--- config.mk ---
export PLATFORM = sky130hd
export DESIGN_NAME = free_list
export DESIGN_NICKNAME = d
export VERILOG_FILES = /design/src/rtl/free_list_pkg.sv /design/src/rtl/free_list_compact.sv /design/src/rtl/free_list.sv
export SDC_FILE = /design/constraint.sdc
export NUM_CORES = 1
export LEC_CHECK = 0
export CAP_MARGIN = 20
export CELL_PAD_IN_SITES_DETAIL_PLACEMENT = 0
export CELL_PAD_IN_SITES_GLOBAL_PLACEMENT = 2
export CORE_UTILIZATION = 47
export DETAILED_ROUTE_END_ITERATION = 8
export HOLD_SLACK_MARGIN = 0.03
export PLACE_DENSITY_LB_ADDON = 0.25
export RECOVER_POWER = 100
export SLEW_MARGIN = 20
export SYNTH_ARGS = -nofsm -noshare
export SYNTH_HDL_FRONTEND = slang
export SYNTH_SLANG_ARGS = --single-unit
--- constraint.sdc ---
create_clock -name clock -period 6.2 [get_ports clock]
set_input_delay 0.62 -clock clock [delete_from_list [all_inputs] [get_ports clock]]
set_output_delay 0.62 -clock clock [all_outputs]
set_load 0.03 [all_outputs]
--- src/rtl/free_list_pkg.sv ---
// Shared types and constants for the rename free list (PHYS_TAG, FL_CNT, pointer math).
// The optional checker in free_list is enabled by defining FREE_LIST_CHECK_EN.
package free_list_pkg;

    localparam int unsigned N           = 3;
    localparam int unsigned ARCH_REG_SZ = 32;
    localparam int unsigned PHYS_REG_SZ = 64;
    localparam int unsigned FL_DEPTH    = PHYS_REG_SZ - ARCH_REG_SZ;

    localparam int unsigned TAG_W    = $clog2(PHYS_REG_SZ);
    localparam int unsigned PTR_W    = $clog2(FL_DEPTH);
    localparam int unsigned FL_CNT_W = $clog2(FL_DEPTH + 1);

    typedef logic [TAG_W-1:0]    PHYS_TAG;
    typedef logic [PTR_W-1:0]    FL_PTR;
    typedef logic [FL_CNT_W-1:0] FL_CNT;

    // Modulo-FL_DEPTH add by compare-and-subtract; inc never exceeds FL_DEPTH.
    function automatic FL_PTR ptr_add(input FL_PTR p, input FL_CNT inc);
        logic [FL_CNT_W:0] s;
        s = (FL_CNT_W + 1)'(p) + (FL_CNT_W + 1)'(inc);
        if (s >= (FL_CNT_W + 1)'(FL_DEPTH))
            s = s - (FL_CNT_W + 1)'(FL_DEPTH);
        return FL_PTR'(s);
    endfunction

endpackage

--- src/rtl/free_list_compact.sv ---
// Prefix-sum compaction: offset[k] is the number of set enables below port k.
module free_list_compact
    import free_list_pkg::*;
#(
    parameter  int unsigned WIDTH = 3,
    localparam int unsigned OW    = $clog2(WIDTH + 1)
) (
    input  logic [WIDTH-1:0] en,
    output logic [OW-1:0]    offset [WIDTH],
    output logic [OW-1:0]    total
);

    always_comb begin
        logic [OW-1:0] acc;
        acc = '0;
        for (int unsigned k = 0; k < WIDTH; k++) begin
            offset[k] = acc;
            acc       = acc + OW'(en[k]);
        end
        total = acc;
    end

endmodule

--- src/rtl/free_list.sv ---
// Circular free list of physical tags with speculative/committed heads and restore.
// Define FREE_LIST_CHECK_EN to add the sticky fl_error illegal-input monitor.
module free_list
    import free_list_pkg::*;
#(
    parameter int unsigned NUM_ALLOC_PORTS  = N,
    parameter int unsigned NUM_RETIRE_PORTS = N
) (
    input  logic                        clock,
    input  logic                        reset,
    input  logic [NUM_ALLOC_PORTS-1:0]  alloc_req,
    output PHYS_TAG                     alloc_tags [NUM_ALLOC_PORTS],
    output logic                        alloc_ok,
    output FL_CNT                       free_count,
    input  logic [NUM_RETIRE_PORTS-1:0] retire_en,
    input  PHYS_TAG                     retire_old_tags [NUM_RETIRE_PORTS],
    input  logic                        restore_en
`ifdef FREE_LIST_CHECK_EN
    ,
    output logic                        fl_error
`endif
);

    localparam int unsigned AOW = $clog2(NUM_ALLOC_PORTS + 1);
    localparam int unsigned ROW = $clog2(NUM_RETIRE_PORTS + 1);

    logic [AOW-1:0] a_off [NUM_ALLOC_PORTS];
    logic [AOW-1:0] a_total;
    logic [ROW-1:0] r_off [NUM_RETIRE_PORTS];
    logic [ROW-1:0] r_total;

    PHYS_TAG fl_buf [FL_DEPTH];
    FL_PTR   head, arch_head, tail;
    FL_PTR   arch_head_next, tail_next;
    FL_CNT   inflight;
    FL_CNT   a_cnt, r_cnt;

    free_list_compact #(.WIDTH(NUM_ALLOC_PORTS)) u_alloc_compact (
        .en     (alloc_req),
        .offset (a_off),
        .total  (a_total)
    );

    free_list_compact #(.WIDTH(NUM_RETIRE_PORTS)) u_retire_compact (
        .en     (retire_en),
        .offset (r_off),
        .total  (r_total)
    );

    assign a_cnt          = FL_CNT'(a_total);
    assign r_cnt          = FL_CNT'(r_total);
    assign alloc_ok       = (a_cnt <= free_count);
    assign arch_head_next = ptr_add(arch_head, r_cnt);
    assign tail_next      = ptr_add(tail, r_cnt);

    // Unrequested ports show buf[head+k] so an idle cycle lists the next tags in order.
    always_comb begin
        for (int unsigned k = 0; k < NUM_ALLOC_PORTS; k++) begin
            alloc_tags[k] = fl_buf[ptr_add(head, alloc_req[k] ? FL_CNT'(a_off[k]) : FL_CNT'(k))];
        end
    end

    always_ff @(posedge clock) begin
        if (!reset) begin
            for (int unsigned i = 0; i < FL_DEPTH; i++)
                fl_buf[FL_PTR'(i)] <= PHYS_TAG'(ARCH_REG_SZ + i);
            head       <= '0;
            arch_head  <= '0;
            tail       <= '0;
            free_count <= FL_CNT'(FL_DEPTH);
            inflight   <= '0;
        end else begin
            for (int unsigned k = 0; k < NUM_RETIRE_PORTS; k++) begin
                if (retire_en[k])
                    fl_buf[ptr_add(tail, FL_CNT'(r_off[k]))] <= retire_old_tags[k];
            end
            tail      <= tail_next;
            arch_head <= arch_head_next;
            // inflight counts allocated-not-retired tags, so restore returns
            // (inflight - r_cnt) plus r_cnt freed: count + inflight in total.
            if (restore_en) begin
                head       <= arch_head_next;
                free_count <= free_count + inflight;
                inflight   <= '0;
            end else if (alloc_ok) begin
                head       <= ptr_add(head, a_cnt);
                free_count <= free_count - a_cnt + r_cnt;
                inflight   <= inflight + a_cnt - r_cnt;
            end else begin
                free_count <= free_count + r_cnt;
                inflight   <= inflight - r_cnt;
            end
        end
    end

`ifdef FREE_LIST_CHECK_EN
    localparam logic [FL_CNT_W:0] DEPTH_X = (FL_CNT_W + 1)'(FL_DEPTH);

    logic tag0_free, free_ovf, restore_ovf;

    always_comb begin
        tag0_free = 1'b0;
        for (int unsigned k = 0; k < NUM_RETIRE_PORTS; k++) begin
            if (retire_en[k] && (retire_old_tags[k] == '0))
                tag0_free = 1'b1;
        end
        free_ovf    = ({1'b0, free_count} + {1'b0, r_cnt}) > DEPTH_X;
        restore_ovf = restore_en && (({1'b0, free_count} + {1'b0, inflight}) > DEPTH_X);
    end

    always_ff @(posedge clock) begin
        if (!reset)
            fl_error <= 1'b0;
        else if (tag0_free || free_ovf || restore_ovf)
            fl_error <= 1'b1;
    end
`endif

endmodule

==> results.yml <==
timing:
  setup-violations-final: 0
  slew_headroom: -0.4802
  period_needed_ps: 5731
  max_freq_mhz: 174.5
  finalSetupTns_ps: 0
  hold_violations: 0
  maxSlewViolCount: 137
  rsz0062_at_grt: "no"
  period_share: 0.9243
  finClkSkew_ps: 30.95
  worstMarginPinSlew_ps: 2200
clocking:
  cts_tree: "done"
  clk_pin_slew_worst_paths_ps: 60
  postCtsSetupBuffers: 0
  clockBufferDepth: 3
  clkSinkCount: 224
  cts_resized: 0
  hold_buffers: 0
  cts_buffers: 26
  clk_latency_ps: 560
  htree_levels: 1
  root_buffer: "clkbuf_16"
grt:
  grt_use_total: 0.3814
  grt_max_degree: 49
  antenna_found_initial: 2
  grt_pass1_wl_mm: 113.8
  grt_overflow: 0
  grt_pass1_vias: 15730
placement:
  gp_congestion: 1.029
  io_buffers: 51
  hpwl_mm: 59.87
  numPlacedInstances: 2254
  placed_area_um2: 20240
floorplanning:
  ios: 52
  core_area_um2: 40830
  num_rows: 74
  start_util: 0.4761
  fp.dieW_um: 205.4
  fp.dieH_um: 205.4
  dieArea_um2: 42180
yosys:
  syn_area_um2: 19440
  yosysMostFrequentCell: "edfxtp_1"
  synthArstFlopShare: 0
  postSynthAreaPerCell_um2: 10.82
  synth_top_cell_area_share: 0.2966
  synth_edf_count: 192
  ys_ff_latch: 224
  synth.net_count: 1883
  netlist_instances: 1797
  ys.flop_type: "edfxtp_1"
  yosysTopAreaCell: "edfxtp_1"
  ys_top_cells_by_count: "192 x edfxtp_1, 158 x nand2_1, 156 x mux4_2"
  synth_area_leaders: "edfxtp_1 30%, mux4_2 18%, mux2i_1 5.9%, mux2_2 3.5%, dfxtp_1 3.3%"
  seq_area_frac_synth: 0.3296
  yosys_warnings: 0
  synthDistinctLibCells: 93
finish:
  final_area_um2: 21090
  area_growth_pct: 8.509
  fin_nets: 1837
  drive_above_1_share: 0.1813
  antenna_cells: 0
  nFillCells: 3663
  layoutNonFillerInstCount: 2303
pwr:
  switching_share: 0.3829
  p_comb_frac: 0.416
  powerDensity_nw_per_um2: 300.8
  switching_power_mw: 2.429
  ir_drop_uv: 191.6
  leakage_nw: 7.109
  power.share.clock: 0.273
  seq_power_share: 0.311
  intPower_mw: 3.915
drt:
  totalWireLength_mm: 80.04
  drt_iter0_drc: 2955
  drcViolationCount: 0
  viasPerCell: 7.388
  wl_per_cell_um: 34.76
  antenna_left: 0
  via_count: 17020
  drtPass1Iterations: 6
setup_path:
  cp.required_ps: 5580
  crit_fanout: 33
  cp_slowest_stage_delay_ps: 1270
  critPathArrivalTime_ps: 5110
  worstPathCellList: "dlygate4sd3_1, inv_1, ha_1, inv_1, ha_4, ha_1, mux4_2, mux2i_1, a32o_1, a311oi_1, dlygate4sd3_1"
  criticalPathCategory: "input pin to output pin"
  crit_slowest_cell: "ha_1"
  critPathBufInv: 4
  setup.worst_path.end_class: "output pin"
  critPathTopFamily: "adder cells"
  critPathLaunchType: "input pin"
outcome:
  outcome: "finished with violations"
  violations: "max-capacitance violations, max-slew violations"
run:
  cap_violations: 6
worst_hold_path:
  hp-class: "flop to flop"
==> area by class of cell <==
| cell class | count | area, µm² | share of cell area |
|---|---|---|---|
| multi-input cells | 1343 | 12000 | 0.5690 |
| repair buffers | 100 | 835.8 | 0.03963 |
| inverters | 56 | 210.2 | 0.009966 |
| clock inverters | 19 | 287.8 | 0.01364 |
| clock buffers | 29 | 683.2 | 0.03239 |
| well taps | 532 | 665.6 | 0.03156 |
| flip-flops and latches | 224 | 6409 | 0.3038 |
==> worst register-to-register path: stages (launching register included) <==
cell,delay [ps]
dfxtp_1,760
ha_1,350
a21oi_1,390
nor3_1,80
buf_4,190
nor4_1,1700
o21ai_0,820
==> final timing paths <==
path,cells past startpoint,startpoint,slack (ps),to
setup / recovery,11,alloc_req[0],470,alloc_tags[11]
hold / removal,2,inflight[5],510,inflight[5]
setup reg to reg,6,tail[1],1420,fl_buf[21][3]
hold reg to reg,2,inflight[5],510,inflight[5]
==> placed cells by master, fill, tap and decap left out, types with 12 or more instances in the layout <==
master,instances
xor2_1,13
xnor2_1,21
mux2_2,42
clkdlybuf4s50_1,23
and2_1,16
nor3_1,34
o211ai_1,15
mux2_1,21
o21ai_0,67
nand3_1,69
clkbuf_16,27
dlygate4sd3_1,24
mux2i_1,115
a21o_1,13
edfxtp_1,192
inv_1,48
a21oi_1,76
o32ai_1,44
nand4_1,15
nor2_1,97
ha_1,45
a211oi_1,22
dfxtp_1,30
nand2_1,162
nand2b_1,12
buf_4,43
mux4_2,156
o22ai_1,53
==> sequential cells by signal (all words and copies together), names as in the netlist, named ones only <==
signal	flops
fl_buf	192
free_count	6
inflight	6
arch_head	5
head	5
tail	5
==> power by group through the flow <==
stage	combinational (mW)	clock, mW	sequential (mW)
after floorplan	1.91	0	1.88
after global placement	2.62	0	2.00
after detailed placement	2.64	0	2.00
after CTS	2.65	1.73	1.97
after global routing	2.81	1.78	1.99
final	2.64	1.73	1.97
==> logic make-up after synthesis <==
family                   after synthesis  synth area share
AND/OR/NAND/NOR                      485            0.1238
AO/OA/AOI/OAI                        428            0.1591
multiplexers                         334            0.2765
buffers and inverters                230           0.05136
flip-flops                           224            0.3296
adder cells (fa/ha/maj)               60           0.04313
XOR/XNOR                              36           0.01661
==> metal layers <==
| metal | global-route usage | wire, µm | part of all wire |
|---|---|---|---|
| met2 | 0.5513 | 33790 | 0.42 |
| met5 | 0 | 27 | 0.00034 |
| met3 | 0.1096 | 10910 | 0.14 |
| met4 | 0.1444 | 3488 | 0.044 |
| met1 | 0.5394 | 31830 | 0.40 |
==> stage by stage <==
step / util / setup slack [ps] / hold WS, ps / power, mW
finish: 0.5166 / 469.4 / 507.7 / 6.344
global route: 0.5166 / 329.4 / 555.9 / 6.585
CTS: 0.5194 / 613.3 / 503.9 / 6.356
detailed placement: 0.4956 / 628.1 / 495.5 / 4.647
global placement: 0.4956 / 607.4 / 475.5 / 4.615
floorplan: - / 1904 / 455.7 / 3.792
(Power assumes the default switching activity.)
